`config.mk`:
```
export PLATFORM = sky130hd
export DESIGN_NAME = fg_cfg_bank
export DESIGN_NICKNAME = d
export VERILOG_FILES = /design/src/rtl/fg_cfg_pkg.sv /design/src/rtl/fg_sync_edge.sv /design/src/rtl/fg_cfg_bank.sv
export SDC_FILE = /design/constraint.sdc
export NUM_CORES = 1
export LEC_CHECK = 0
export CORE_MARGIN = 4
export CORE_UTILIZATION = 40
export CTS_CLUSTER_SIZE = 24
export DETAILED_ROUTE_END_ITERATION = 12
export DONT_BUFFER_PORTS = 1
export SLEW_MARGIN = 20
export SYNTH_ARGS = -nofsm -noshare
export SYNTH_HDL_FRONTEND = slang
export SYNTH_SLANG_ARGS = --single-unit
export TNS_END_PERCENT = 1
```
`constraint.sdc`:
```
create_clock -name clk_i -period 4.7 [get_ports clk_i]
set_input_delay 0.47 -clock clk_i [delete_from_list [all_inputs] [get_ports clk_i]]
set_output_delay 0.47 -clock clk_i [all_outputs]
set_load 0.05 [all_outputs]
```
`src/rtl/fg_cfg_pkg.sv`:
```
`default_nettype none
// +--------------------------------------------------------------------------+
// | fg_cfg_pkg : default sizing and bank slicing helper for fg_cfg_bank      |
// | Rev 1.0                                                                  |
// +--------------------------------------------------------------------------+
package fg_cfg_pkg;

   localparam int unsigned DEF_DATA_W      = 8;
   localparam int unsigned DEF_NUM_REGS    = 8;
   localparam int unsigned DEF_SYNC_STAGES = 2;
   localparam int unsigned DEF_STRB_LEN    = 2;
   localparam int unsigned DEF_ADDR_W      = $clog2(DEF_NUM_REGS);

   // Register 0 lives in the MSBs of a flat bank.
   function automatic int unsigned reg_lsb(input int unsigned idx,
                                           input int unsigned nregs,
                                           input int unsigned dw);
      return (nregs - 1 - idx) * dw;
   endfunction

endpackage
`default_nettype wire

```
`src/rtl/fg_sync_edge.sv`:
```
`default_nettype none
// +--------------------------------------------------------------------------+
// | fg_sync_edge : multi-stage synchronizer followed by a rising-edge pulse  |
// | Rev 1.0                                                                  |
// +--------------------------------------------------------------------------+
module fg_sync_edge #(
   parameter int unsigned SYNC_STAGES = 2
) (
   input  logic clk_i,
   input  logic rst_i,
   input  logic async_i,
   output logic pulse_o
);

   logic [SYNC_STAGES-1:0] sync_q;
   logic                   prev_q;

   always_ff @(posedge clk_i or posedge rst_i) begin
      if (rst_i) begin
         sync_q <= '0;
         prev_q <= 1'b0;
      end else begin
         sync_q <= {sync_q[SYNC_STAGES-2:0], async_i};
         prev_q <= sync_q[SYNC_STAGES-1];
      end
   end

   assign pulse_o = sync_q[SYNC_STAGES-1] & ~prev_q;

endmodule
`default_nettype wire

```
`src/rtl/fg_cfg_bank.sv`:
```
`default_nettype none
// +--------------------------------------------------------------------------+
// | fg_cfg_bank : double-buffered config bank fed from async pads + DAC strobe|
// | Rev 1.0                                                                  |
// +--------------------------------------------------------------------------+
module fg_cfg_bank
   import fg_cfg_pkg::*;
#(
   parameter int unsigned DATA_W      = DEF_DATA_W,
   parameter int unsigned NUM_REGS    = DEF_NUM_REGS,
   parameter int unsigned ADDR_W      = $clog2(NUM_REGS),
   parameter int unsigned SYNC_STAGES = DEF_SYNC_STAGES,
   parameter int unsigned SHADOW      = 1,
   parameter int unsigned STRB_LEN    = DEF_STRB_LEN
) (
   input  logic                       clk_i,
   input  logic                       rst_i,
   input  logic                       wr_async_i,
   input  logic                       commit_async_i,
   input  logic [ADDR_W-1:0]          addr_i,
   input  logic [DATA_W-1:0]          data_i,
   output logic [NUM_REGS*DATA_W-1:0] cfg_o,
   output logic                       cfg_update_o,
   output logic [DATA_W-1:0]          rd_data_o,
   output logic                       wr_err_o,
   input  logic                       dac_valid_i,
   output logic                       dac_wr_n_o,
   output logic                       dac_clr_n_o,
   output logic                       dac_pd_n_o
);

   localparam int unsigned BANK_W = NUM_REGS * DATA_W;
   localparam int unsigned CNT_W  = $clog2(STRB_LEN + 1);

   logic              wr_pulse, commit_pulse;
   logic [BANK_W-1:0] shadow_q, shadow_d, active_q, active_d;
   logic [BANK_W-1:0] wbank, rbank;
   logic              hit;
   logic              upd_q, upd_d, err_q, err_d;
   logic [DATA_W-1:0] rd_q, rd_d;
   logic [CNT_W-1:0]  cnt_q, cnt_d;
   logic              wr_n_q;

   fg_sync_edge #(.SYNC_STAGES(SYNC_STAGES)) u_wr_sync (
      .clk_i   (clk_i),
      .rst_i   (rst_i),
      .async_i (wr_async_i),
      .pulse_o (wr_pulse)
   );

   fg_sync_edge #(.SYNC_STAGES(SYNC_STAGES)) u_commit_sync (
      .clk_i   (clk_i),
      .rst_i   (rst_i),
      .async_i (commit_async_i),
      .pulse_o (commit_pulse)
   );

   // The write is merged into wbank first so a same-cycle commit carries it.
   always_comb begin
      wbank = (SHADOW != 0) ? shadow_q : active_q;
      rbank = wbank;
      hit   = 1'b0;
      rd_d  = '0;
      for (int r = 0; r < int'(NUM_REGS); r++) begin
         if (addr_i == ADDR_W'(r)) begin
            hit  = 1'b1;
            rd_d = rbank[reg_lsb(r, NUM_REGS, DATA_W) +: DATA_W];
            if (wr_pulse) begin
               wbank[reg_lsb(r, NUM_REGS, DATA_W) +: DATA_W] = data_i;
            end
         end
      end

      shadow_d = shadow_q;
      active_d = active_q;
      upd_d    = 1'b0;
      if (SHADOW != 0) begin
         shadow_d = wbank;
         if (commit_pulse) begin
            active_d = wbank;
            upd_d    = 1'b1;
         end
      end else begin
         active_d = wbank;
         upd_d    = wr_pulse & hit;
      end
      err_d = wr_pulse & ~hit;

      if (dac_valid_i) begin
         cnt_d = CNT_W'(STRB_LEN);
      end else if (cnt_q != '0) begin
         cnt_d = cnt_q - 1'b1;
      end else begin
         cnt_d = cnt_q;
      end
   end

   always_ff @(posedge clk_i or posedge rst_i) begin
      if (rst_i) begin
         shadow_q <= '0;
         active_q <= '0;
         upd_q    <= 1'b0;
         err_q    <= 1'b0;
         rd_q     <= '0;
         cnt_q    <= '0;
         wr_n_q   <= 1'b1;
      end else begin
         shadow_q <= shadow_d;
         active_q <= active_d;
         upd_q    <= upd_d;
         err_q    <= err_d;
         rd_q     <= rd_d;
         cnt_q    <= cnt_d;
         wr_n_q   <= (cnt_d == '0);
      end
   end

   assign cfg_o        = active_q;
   assign cfg_update_o = upd_q;
   assign rd_data_o    = rd_q;
   assign wr_err_o     = err_q;
   assign dac_wr_n_o   = wr_n_q;
   assign dac_clr_n_o  = ~rst_i;
   assign dac_pd_n_o   = 1'b1;

endmodule
`default_nettype wire

```
==> summary.txt <==
Final layout
  – Layout cells sized above 1: 0.435
  – ANT cells: 0
  – Design Area, Final: around 0.007 mm^2
  – Layout Cells excl Fill: slightly below 600
  – Syn-to-layout area delta: 14.0%
  – Nets: approximately 410
  – Final Util: 0.470

Logic synthesis
  – #FFs+latches synth: 147
  – Xor/xnor share of the synthesized area: 0
  – Yosys cell types: 36
  – Mux share of post-synthesis cell area: 0.288
  – Largest family of logic cells by synthesized area: multiplexers
  – Yosys warning total: 0
  – Simple logic cell fraction of the synthesized area: 0.0321
  – Adder-cell share of the synthesized area: 0
  – Syn avg cell area: 15.4 um^2
  – Cell Area, Synth: just over 0.006 mm^2
  – Post-synthesis sequential area ratio: 0.609
  – Syn_nets: 409
  – Complex-gate fraction of the synthesized area: 0.0501
  – Cells after Synth: approximately 390

Route
  – WL final: 13.3 mm
  – Final ANT Viol Nets: 0
  – Met3 WL: between 800 and 900 um
  – Drt pass-1 iters: 4
  – Max layer used: met4
  – WL/cell: around 23 um
  – Routed vias: 3,217
  – Post-Route M1 WL: ~5.3 mm
  – Number of remaining DRC errors: 0
  – Vias per inst: about 5.5
  – DR iter-0 viols: approximately 190
  – Metal2 WL: 6.84 mm

Placement
  – Dpl ws: 2.35 ns
  – Port bufs: 0
  – Placed insts: about 560
  – HPWL after detailed placement: just under 9 mm
  – Cell Area, Placed: roughly 0.0062 mm^2
  – Final GP Congestion: 0.781

Clocking
  – Clock Tree Buf Depth: 2
  – Resized cells post-CTS: 0
  – CTS H-tree depth: 4
  – CTS Sinks: 147
  – CTS root buffer: clkbuf_16
  – TritonCTS clock tree: built
  – Clk_lat worst skew: a little over 0.4 ns
  – Post-CTS Setup Bufs: 0
  – Number of CTS-inserted buffers: 17
  – Post-CTS Hold Buffers: 0
  – Clock slew at reported path FFs: 0.06 ns

Worst setup path
  – FF-to-FF path depth: 4
  – Crit path DAT: 2.43 ns
  – CP Launch Point: u_wr_sync.prev_q
  – Critical R2R Launch: u_wr_sync.prev_q
  – Worst setup path end: cfg_o[21]
  – Crit Path Max Fanout: 8
  – Startpoint types: flop
  – Reg2reg end: cfg_o[21]
  – Worst setup path class: reg -> reg
  – Crit. End Element: flop
  – Reg2Reg Setup Slack: ~2.6 ns
  – Required time worst endpoint: ~5 ns

Power and ir drop
  – Final Total Pwr: between 4 and 5 mW
  – Worst vdd ir: between 0.3 and 0.4 mV
  – Power per cell area: 651 mW/mm^2
  – Leakage power: 3.01 nW

STA
  – Final hold slack: 0.0747 ns
  – Final setup vio count: 0
  – Crit share post-route: 0.454
  – Relative max-transition margin: 0.446
  – Fin crit period: between 2 and 2.5 ns
  – Setup Skew: slightly below 0.006 ns
  – Final Hold Viols: 0
  – Setup TNS: 0 ns
  – Max frequency: roughly 470 MHz
  – RSZ-0062 raised after global routing: false
  – Slew @ Worst Pin: 0.831 ns
  – Final worst slack: 2.56 ns
  – Max-slew violations: 0

Die
  – Die H: about 130 um
  – Die area: 0.0171 mm^2
  – Die Width: roughly 130 um
  – I/O pins: 93
  – Row cnt: 44
  – Placeable Area: roughly 0.015 mm^2
  – Initial Util: 0.412

Hold path
  – Hold WC Path Type: in -> reg

GRT
  – GRT Resource Usage Total: 0.167
  – Grt total ovfl: 0
  – Vias in the first global route: about 3,600
  – First-pass GRT wire length: about 21 mm
  – Initial antenna violation count: 0
  – Pin count of the biggest net entering global routing: about 150

Flow run
  – Total of max-cap violations: 0

Status
  – Status: completed
how the worst min path moves through the flow:
stage | startpoint | endpoint | cells past startpoint
floorplan | u_commit_sync.sync_q[0] | u_commit_sync.sync_q[1] | 0
global placement | u_commit_sync.sync_q[0] | u_commit_sync.sync_q[1] | 0
detailed placement | u_commit_sync.sync_q[0] | u_commit_sync.sync_q[1] | 0
CTS | dac_valid_i | dac_wr_n_o | 1
global route | dac_valid_i | dac_wr_n_o | 1
finish | dac_valid_i | dac_wr_n_o | 1
routing by layer:
layer / GRT usage / up-vias
li1: - / 1433
met2: 0.276 / 71
met3: 0.0667 / 14
met4: 0.0587 / 0
met1: 0.198 / 1699
met5: 0 / -
sequential cells by signal (all words and copies together), names as in the netlist:
signal                count
cnt_q                     2
u_wr_sync.prev_q          1
dac_wr_n_o                1
cfg_o                    64
wr_err_o                  1
u_wr_sync.sync_q          2
rd_data_o                 8
cfg_update_o              1
u_commit_sync.prev_q      1
rbank                    64
u_commit_sync.sync_q      2
critical path, cell delays in order, from the launching register on:
cell	delay (ns)
dfrtp_1	0.39
nand3b_1	0.27
nor3_2	0.66
mux2_2	0.44
mux2_2	0.26
logic make-up (layout without fill, tap and decap cells):
family / after synthesis / after routing
compound gates: 42 / 42
buf+inv: 25 / 37
flops: 147 / 147
mux: 144 / 144
other cells: 2 / 2
simple gates: 33 / 33
where the power goes:
part	internal, mW	switching, mW	total [mW]
Sequential	1.57	0.900	2.47
Clock	0.991	0.492	1.48
Combinational	0.315	0.210	0.525
Total	2.88	1.60	4.48
cell usage after synthesis (all sizes together):
cell | instances | share of area
and2 | 1 | 0.0010
nand3 | 2 | 0.0017
nand3b | 1 | 0.0012
nor3b | 2 | 0.0033
clkbuf | 6 | 0.0037
a21o | 1 | 0.0012
nand2b | 7 | 0.0073
a32o | 7 | 0.012
buf | 16 | 0.013
a22o | 1 | 0.0015
a2bb2oi | 1 | 0.0015
mux4 | 7 | 0.026
mux2 | 128 | 0.25
or3 | 1 | 0.0010
o211ai | 1 | 0.0012
nor2b | 3 | 0.0031
nand2 | 4 | 0.0025
o22ai | 1 | 0.0010
and3 | 1 | 0.0010
conb | 2 | 0.0012
a21oi | 8 | 0.0066
o21ai | 8 | 0.0066
dfstp | 1 | 0.0044
inv | 2 | 0.0012
nor2 | 8 | 0.0050
a2111oi | 7 | 0.010
nor3 | 3 | 0.0050
clkinv | 1 | 0.00062
dfrtp | 146 | 0.60
a21boi | 7 | 0.0087
mux2i | 9 | 0.015
final cells by class:
cell class,instances,area [um^2]
clock buffer,21,480
clock inverter,10,178
fill,1318,7760
inverter,3,15.0
multi-input combinational,221,2250
sequential,147,3680
tap,184,230
timing repair buffer,3,47.5
placed cells by master, fill, tap and decap left out, types with 2 or more instances in the layout:
cell and n:
mux2i_1 9, nand3_1 2, clkinv_2 4, a2111oi_0 7, a32o_1 7, clkbuf_16 17
clkinvlp_4 2, dfrtp_1 146, a21oi_1 8, nor3_2 3, mux4_2 7, nand2_1 4
a21boi_0 7, nor2_1 8, conb_1 2, clkbuf_8 4, mux2_4 14, o21ai_0 8
nor2b_1 2, nand2b_1 7, buf_12 2, mux2_2 114, bufinv_16 5
No activity file was read; power rests on OpenSTA's default activity.
